--- src/rtl/traffic_phase_scheduler.sv ---
// Two-road traffic light controller with a pedestrian walk phase.
// Round-robin arbitration among road A, road B and pending pedestrian requests.
module traffic_phase_scheduler #(
  parameter int GREEN_MIN = 8,
  parameter int GREEN_MAX = 32,
  parameter int YELLOW_T  = 3,
  parameter int ALL_RED_T = 2,
  parameter int WALK_T    = 6,
  parameter int CW        = 6
) (
  input  logic       clk,
  input  logic       reset,
  input  logic       Sa,
  input  logic       Sb,
  input  logic       Pb,
  output logic       Ga,
  output logic       Ya,
  output logic       Ra,
  output logic       Gb,
  output logic       Yb,
  output logic       Rb,
  output logic       Walk,
  output logic [2:0] phase
);

  typedef enum logic [2:0] {
    ALL_RED  = 3'd0,
    GREEN_A  = 3'd1,
    YELLOW_A = 3'd2,
    GREEN_B  = 3'd3,
    YELLOW_B = 3'd4,
    WALK     = 3'd5
  } state_t;

  typedef enum logic [1:0] {
    SRV_A = 2'd0,
    SRV_B = 2'd1,
    SRV_P = 2'd2
  } srv_t;

  // A misconfigured GREEN_MIN above GREEN_MAX collapses to GREEN_MAX.
  localparam int GMIN_EFF = (GREEN_MIN > GREEN_MAX) ? GREEN_MAX : GREEN_MIN;

  localparam logic [CW-1:0] GMIN_LAST = CW'(GMIN_EFF - 1);
  localparam logic [CW-1:0] GMAX_LAST = CW'(GREEN_MAX - 1);
  localparam logic [CW-1:0] YEL_LAST  = CW'(YELLOW_T - 1);
  localparam logic [CW-1:0] AR_LAST   = CW'(ALL_RED_T - 1);
  localparam logic [CW-1:0] WALK_LAST = CW'(WALK_T - 1);

  state_t        state;
  state_t        state_next;
  state_t        rr_next;
  logic [CW-1:0] cnt;
  logic          ped_pend;
  srv_t          last_served;
  logic          entering;

  assign entering = (state_next != state);

  // State register and the per-state bookkeeping that rides on it.
  always_ff @(posedge clk or posedge reset) begin
    if (reset) begin
      state       <= ALL_RED;
      cnt         <= '0;
      ped_pend    <= 1'b0;
      last_served <= SRV_P;
    end else begin
      state <= state_next;
      cnt   <= entering ? '0 : cnt + CW'(1);
      if (entering && state_next == WALK)
        ped_pend <= 1'b0;
      else if (Pb && state != WALK)
        ped_pend <= 1'b1;
      if (entering) begin
        case (state_next)
          GREEN_A: last_served <= SRV_A;
          GREEN_B: last_served <= SRV_B;
          WALK:    last_served <= SRV_P;
          default: last_served <= last_served;
        endcase
      end
    end
  end

  // Round-robin pick: first requester after last_served in the order A->B->P.
  always_comb begin
    rr_next = GREEN_A;
    case (last_served)
      SRV_A: begin
        if (Sb)            rr_next = GREEN_B;
        else if (ped_pend) rr_next = WALK;
        else if (Sa)       rr_next = GREEN_A;
        else               rr_next = GREEN_B;
      end
      SRV_B: begin
        if (ped_pend)      rr_next = WALK;
        else if (Sa)       rr_next = GREEN_A;
        else if (Sb)       rr_next = GREEN_B;
        else               rr_next = GREEN_A;
      end
      default: begin
        if (Sa)            rr_next = GREEN_A;
        else if (Sb)       rr_next = GREEN_B;
        else if (ped_pend) rr_next = WALK;
        else               rr_next = GREEN_A;
      end
    endcase
  end

  always_comb begin
    state_next = state;
    case (state)
      ALL_RED:  if (cnt == AR_LAST) state_next = rr_next;
      GREEN_A:  if ((cnt >= GMIN_LAST && (Sb || ped_pend)) || cnt == GMAX_LAST)
                  state_next = YELLOW_A;
      YELLOW_A: if (cnt == YEL_LAST) state_next = ALL_RED;
      GREEN_B:  if ((cnt >= GMIN_LAST && (Sa || ped_pend)) || cnt == GMAX_LAST)
                  state_next = YELLOW_B;
      YELLOW_B: if (cnt == YEL_LAST) state_next = ALL_RED;
      WALK:     if (cnt == WALK_LAST) state_next = ALL_RED;
      default:  state_next = ALL_RED;
    endcase
  end

  // Moore lamp decode from the state register only.
  always_comb begin
    Ga   = 1'b0;
    Ya   = 1'b0;
    Ra   = 1'b0;
    Gb   = 1'b0;
    Yb   = 1'b0;
    Rb   = 1'b0;
    Walk = 1'b0;
    case (state)
      GREEN_A:  begin Ga = 1'b1; Rb = 1'b1; end
      YELLOW_A: begin Ya = 1'b1; Rb = 1'b1; end
      GREEN_B:  begin Gb = 1'b1; Ra = 1'b1; end
      YELLOW_B: begin Yb = 1'b1; Ra = 1'b1; end
      WALK:     begin Ra = 1'b1; Rb = 1'b1; Walk = 1'b1; end
      default:  begin Ra = 1'b1; Rb = 1'b1; end
    endcase
  end

  assign phase = state;

endmodule

--- config.mk ---
export PLATFORM = sky130hd
export DESIGN_NAME = traffic_phase_scheduler
export DESIGN_NICKNAME = d
export VERILOG_FILES = /design/src/rtl/traffic_phase_scheduler.sv
export SDC_FILE = /design/constraint.sdc
export NUM_CORES = 1
export LEC_CHECK = 0
export ABC_AREA = 1
export CORE_MARGIN = 10
export CORE_UTILIZATION = 51
export DETAILED_ROUTE_END_ITERATION = 8
export GPL_TIMING_DRIVEN = 1
export PLACE_DENSITY_LB_ADDON = 0.3
export REMOVE_ABC_BUFFERS = 1
export SLEW_MARGIN = 5
export SYNTH_ARGS = -nofsm -noshare
export SYNTH_HDL_FRONTEND = slang
export SYNTH_SLANG_ARGS = --single-unit
export TNS_END_PERCENT = 20
--- constraint.sdc ---
create_clock -name clk -period 1.8 [get_ports clk]
set_input_delay 0.36 -clock clk [delete_from_list [all_inputs] [get_ports clk]]
set_output_delay 0.36 -clock clk [all_outputs]
set_load 0.01 [all_outputs]
==> results.cfg <==
[timing]
relSlewSlack = 0.677
period_share = 0.983
hold_viol_final = 0
grt_setup_unrepaired = yes
setup_tns_ns = 0
fin_crit_ns = 1.77
tightestPinTransition_ns = 0.485
setup_viol = 0
fin_skew_ns = 0.00321
fmax_ghz = 0.565
hold_ws_ns = 0.395
drv_slew = 0

[detailed_routing]
drcViolationCount = 0
wl_per_cell_um = 14.2
viasPerCell = 5.21
vias = 823
first_pass_iters = 4
ant_nets = 0
wirelength_um = 2240
drt-initial-drc-count = 12

[floorplan]
initial_core_util = 0.530
core_area_mm2 = 0.00169
fp.dieW_um = 61.9
io_pins = 15
die_h_um = 61.9
placementRows = 15
dieArea_mm2 = 0.00383

[yosys]
async_reset_ff_frac = 1.00
synth.avg_cell_area_um2 = 8.00
yosys_warnings = 0
synthCells = 112
synth_edf_count = 0
synth_seq_cells = 12
synth_ff_type = dfrtp_1
yosysSeqAreaShare = 0.337
synthesis.area_um2 = 896
ys_types = 23

[placed_design]
hpwlAfterDp_um = 1800
io_buffers = 14
globalplace.congestion = 0.872

[finish]
diodes = 0
final_common_cell = nand2_1
drive_gt1_frac = 0.418
multi_input_comb_area_um2 = 549
register_area_um2 = 305
syn2layout_area_growth_pct = 31.8
nFillCells = 148
final_net_count = 150
layout_common_cells = nand2_1, inv_1, buf_4

[power_and_ir_drop]
power_density_mw_per_mm2 = 1410
leakagePower_nw = 0.597
ir_drop_mv = 0.704

[grt]
grt_max_degree = 13
grt_pass1_wl_um = 3520
overflow = 0
grt_pass1_vias = 807
antenna_found_initial = 0
track_usage = 0.127

[critical_path]
path_max_fanout = 4
cp_cell_sequence = buf_4 > nor3_4 > buf_4 > clkdlybuf4s15_2
crit_family = buffers and inverters
cp-start-kind = register
end_kind = primary output
slowest_stage = dfrtp_2
worst-path-buf-inv = 3
cpMostUsedCell = buf_4
max_stage_delay_ns = 0.43
critPathArrivalTime_ns = 1.41
required_ns = 1.44
critical_path_class = register to primary output

[clocking]
clock_latency_ns = 0.28
htreeDepth = 1
cts.clk_slew.worst_paths_ns = 0.08
cts-buffers-inserted = 3
cts.path.max_buffers = 2
cts_tree = built
cts_root_buf = clkbuf_4
cts.sinks = 12
cts_hold_buf = 0

[run_status]
status = finished clean

[hold_path]
hp-class = input port to async pin

[run]
maxCapViolCount = 0
-- metrics by stage --
stage / instances / utilization / power, mW / worst slack, ns / instance area [um2]
final: 158 / 0.699 / 1.67 / 0.0306 / 1180
after global routing: 158 / 0.699 / 1.80 / -0.0565 / 1180
after CTS: 157 / 0.687 / 1.64 / -0.170 / 1160
after detailed placement: 153 / 0.670 / 1.49 / -0.0208 / 1130
after global placement: 153 / 0.670 / 1.44 / 0.00784 / 1130
after floorplan: 112 / - / 1.07 / 0.237 / 896
-- metal layers --
metal,vias up,routed length [um],global-route usage
met1,386,911,0.130
met2,16,1180,0.231
met4,0,37,0.0701
met5,-,0,0
met3,5,114,0.0285
li1,416,-,-
-- synthesized netlist by cell type (2+ instances only) --
| cell | count | area [um2] |
|---|---|---|
| nand2_1 | 22 | 82.6 |
| inv_1 | 12 | 45.0 |
| dfrtp_1 | 11 | 275 |
| nand3_1 | 8 | 40.0 |
| nor2_1 | 8 | 30.0 |
| nor3_2 | 8 | 80.1 |
| nand2_2 | 7 | 43.8 |
| inv_2 | 6 | 22.5 |
| ha_1 | 3 | 37.5 |
| nand3_2 | 3 | 30.0 |
| nor2_2 | 3 | 18.8 |
| nor2_4 | 3 | 33.8 |
| o21ai_0 | 3 | 15.0 |
| nand2_4 | 2 | 22.5 |
| nand4_1 | 2 | 12.5 |
| nor3_1 | 2 | 10.0 |
| xnor2_1 | 2 | 17.5 |
| xor2_1 | 2 | 17.5 |
-- logic make-up after synthesis --
kind of cell	Yosys count	synth area share
AO/OA/AOI/OAI	5	0.0349
flip-flops	12	0.337
XOR/XNOR	4	0.0391
AND/OR/NAND/NOR	70	0.472
buffers and inverters	18	0.0754
adder cells (fa/ha/maj)	3	0.0419
-- state kept, by name, summed over array words and instances (netlist names) --
signal and count:
phase 3, cnt 6, last_served 2, ped_pend 1
-- timing repair --
| action | CTS | global route |
|---|---|---|
| resized for setup | 10 | 14 |
| setup endpoints to repair | 8 | 14 |
| endpoints found under the hold margin | 0 | 0 |
| setup buffers | 0 | 1 |
-- layout make-up --
cell class	instances	area share
repair buffers	25	0.179
well taps	17	0.0180
flip-flops and latches	12	0.258
clock buffers	4	0.0222
multi-input cells	82	0.465
inverters	18	0.0572
-- worst paths after layout --
path                       startpoint        endpoint  slack (ns)  cells after the start
min reg2reg                    cnt[0]          cnt[0]        0.52                      1
min in group clk               cnt[0]          cnt[0]        0.52                      1
max reg2reg                  phase[1]          cnt[2]        0.06                      9
max                          phase[0]              Ya        0.03                      4
max in group asynchronous       reset  last_served[1]        1.05                      2
min                             reset        phase[2]        0.40                      2
-- worst reg2reg max path, cell delays in order (launching register included) --
cell     delay, ns
dfrtp_2       0.47
buf_4         0.16
nor2_1        0.17
nand3_2       0.12
nor2_4        0.16
nand3_1       0.16
nand4_1       0.12
nand2_2       0.07
nand2_4       0.12
nor3_2        0.06
-- where the power goes --
part | total [mW] | switching [mW] | internal (mW)
registers | 0.444 | 0.0834 | 0.361
logic | 1.04 | 0.606 | 0.437
clock network | 0.178 | 0.0921 | 0.0860
total | 1.67 | 0.782 | 0.885
Power figures use the tool's default switching activity.
==> edit: new RTL, same settings <==
Change the parameter `CW` from 6 to 3.
--- a/src/rtl/traffic_phase_scheduler.sv
+++ b/src/rtl/traffic_phase_scheduler.sv
@@ -7,5 +7,5 @@
   parameter int ALL_RED_T = 2,
   parameter int WALK_T    = 6,
-  parameter int CW        = 6
+  parameter int CW        = 3
 ) (
   input  logic       clk,
Check against the original RTL: same outputs for any inputs over 10 cycles, from zero or initial values and one cycle with reset high; that may be too few to reach the edited logic, so the function may still have changed.
==> edit against the unedited design <==
  * Design area shrank 21%
  * Die area fell by 17%
  * Sequential share of layout area is 1.3 points lower
  * Wire length shrank 33%
  * Total power fell by 11%
  * Sequential cell count fell by 3
  * Utilization is 2.6 points higher
  * Count of clock-buffer cells in the layout unchanged
  * Worst setup slack better by 18 ps
  * Final cell count is 14% lower
  * Clock power decreased by 18%
  * Global-route usage fell by 2.3 points
  * Area after synthesis shrank 24%
==> edit: results (changes against the unedited design) <==
----------------------------------------------------
[Setup path]
  Max FO, Critical Path ... 4 (unchanged)
  Worst R2R End ... cnt[1]$_DFF_PP0_ (was cnt[2]$_DFF_PP0_)
  Register-to-Register Setup Slack ... 200 ps (was 60 ps)
  Number of cells on the worst reg-to-reg path ... 10 (was 9)
  Reg-to-reg critical path startpoint ... cnt[0]$_DFF_PP0_ (was phase[1]$_DFF_PP0_)
  Arrival time at the worst endpoint ... 1390 ps (was 1410 ps)

[Finish]
  Layout cell share with drive strength beyond 1 ... 25.6% (was 41.8%)
  Final antenna diode count ... 0 (unchanged)
  Number of nets in the finished design ... 131 (was 150)
  Fill cell count ... 107 (was 148)

[STA]
  Relative slew slack ... 78.8% (was 67.7%)
  Worst Clk Skew ... 1.32 ps (was 3.21 ps)

[Placed design]
  Routability Congestion ... 0.793 (was 0.872)
  Detailed-placement wirelength estimate ... 1.28 mm (was 1.80 mm)

[Power]
  Leak ... 0.000534 uW (was 0.000597 uW)
  Worst IR drop on VDD ... 0.801 mV (was 0.704 mV)

[Clock tree]
  Latest clock arrival within the worst-skew pair ... 250 ps (was 280 ps)
  Clock edge transition at the registers on the reported setup and hold paths ... 50 ps (was 80 ps)
  Max clock buf depth ... 2 (unchanged)

[Yosys]
  Number of distinct library cells after synthesis ... 24 (was 23)
  Fraction of the yosys area taken by sequential cells ... 33.4% (was 33.7%)
  Most area-consuming cells after synthesis ... dfrtp_1 30%, inv_1 11%, nand2_1 11%, ha_1 7.4%, nor2_1 7.2% (was dfrtp_1 31%, nand2_1 9.2%, nor3_2 8.9%, inv_1 5.0%, nand2_2 4.9%)
  Top cell types by occurrence after synthesis ... 19 x inv_1, 19 x nand2_1, 13 x nor2_1 (was 22 x nand2_1, 12 x inv_1, 11 x dfrtp_1)

[Global routing]
  Maximum number of pins on one net before global-route repair ... 10 (was 13)
  Via count of the first global-routing pass ... 633 (was 807)
  GRT Overall Usage ... 10.4% (was 12.7%)
  First-pass GRT wire length ... 2.74 mm (was 3.52 mm)

[Detailed routing]
  1st-iter DRT viols ... 17 (was 12)
  Total vias in the final route ... 645 (was 823)
  Routed WL ... 1.51 mm (was 2.24 mm)

[Status]
  Status ... finished, final reports clean (unchanged)

----------------------------------------------------
[edit: routing by layer]
layer | vias to the layer above | share of wire [%] | GRT usage (%)
li1 | 346 | - | -
met1 | 278 | 44 | 12.1
met2 | 16 | 47 | 16.3
met3 | 5 | 6.6 | 2.92
met4 | 0 | 2.5 | 6.19
met5 | - | 0 | 0
[edit: how the worst max path moves through the flow]
stage / start / end
2_1_floorplan: cnt[0]$_DFF_PP0_ / cnt[0]$_DFF_PP0_
3_3_place_gp: phase[0]$_DFF_PP0_ / Ra
3_5_place_dp: phase[0]$_DFF_PP0_ / Ra
4_1_cts: phase[2]$_DFF_PP0_ / Walk
5_1_grt: phase[2]$_DFF_PP0_ / Rb
6_report: phase[2]$_DFF_PP0_ / Rb
[edit: what timing repair did]
action | in CTS | in global routing
gates cloned | 0 | 0
gates resized for setup | 7 | 7
setup endpoints to repair | 7 | 6
buffers inserted | 1 | 0
[edit: layout make-up]
cell class	instances	share of cell area, %
flip-flops and latches	9	24.6
clock buffers	4	2.82
multi-input cells	62	39.7
inverters	23	9.26
repair buffers	23	21.6
well taps	15	2.01
[edit: worst max-delay path, cell delays in order, from the launching register on]
cell	delay (ps)
dfrtp_2	430
buf_4	170
nor3_4	200
nor2_1	60
dlygate4sd2_1	280
[edit: kinds of logic (layout without fill, tap and decap cells)]
kind of cell	count (synthesis)	after routing	synth area share, %
DFF	9	9	33.4
adders and majority gates	4	4	7.38
AOI/OAI and AO/OA	10	10	10.1
and+or+nand+nor	48	48	36.4
buffers and inverters	23	50	12.7
[edit: power breakdown]
| group | switching (uW) | leakage [uW] | total (uW) | internal (uW) |
|---|---|---|---|---|
| clock | 61.1 | 0.0000150 | 146 | 84.8 |
| sequential | 106 | 0.000108 | 409 | 303 |
| combinational | 498 | 0.000411 | 921 | 423 |
[edit: per-stage QoR]
step	TNS (ps)	hold WS, ps	instances	cell area [um^2]	worst slack (ps)
final	0	353	136	932	48.2
after global routing	-22.1	375	136	932	-22.1
after CTS	-129	358	136	925	-129
after detailed placement	0	506	131	897	22.1
after global placement	0	500	131	897	41.6
after floorplan	0	187	94	678	357
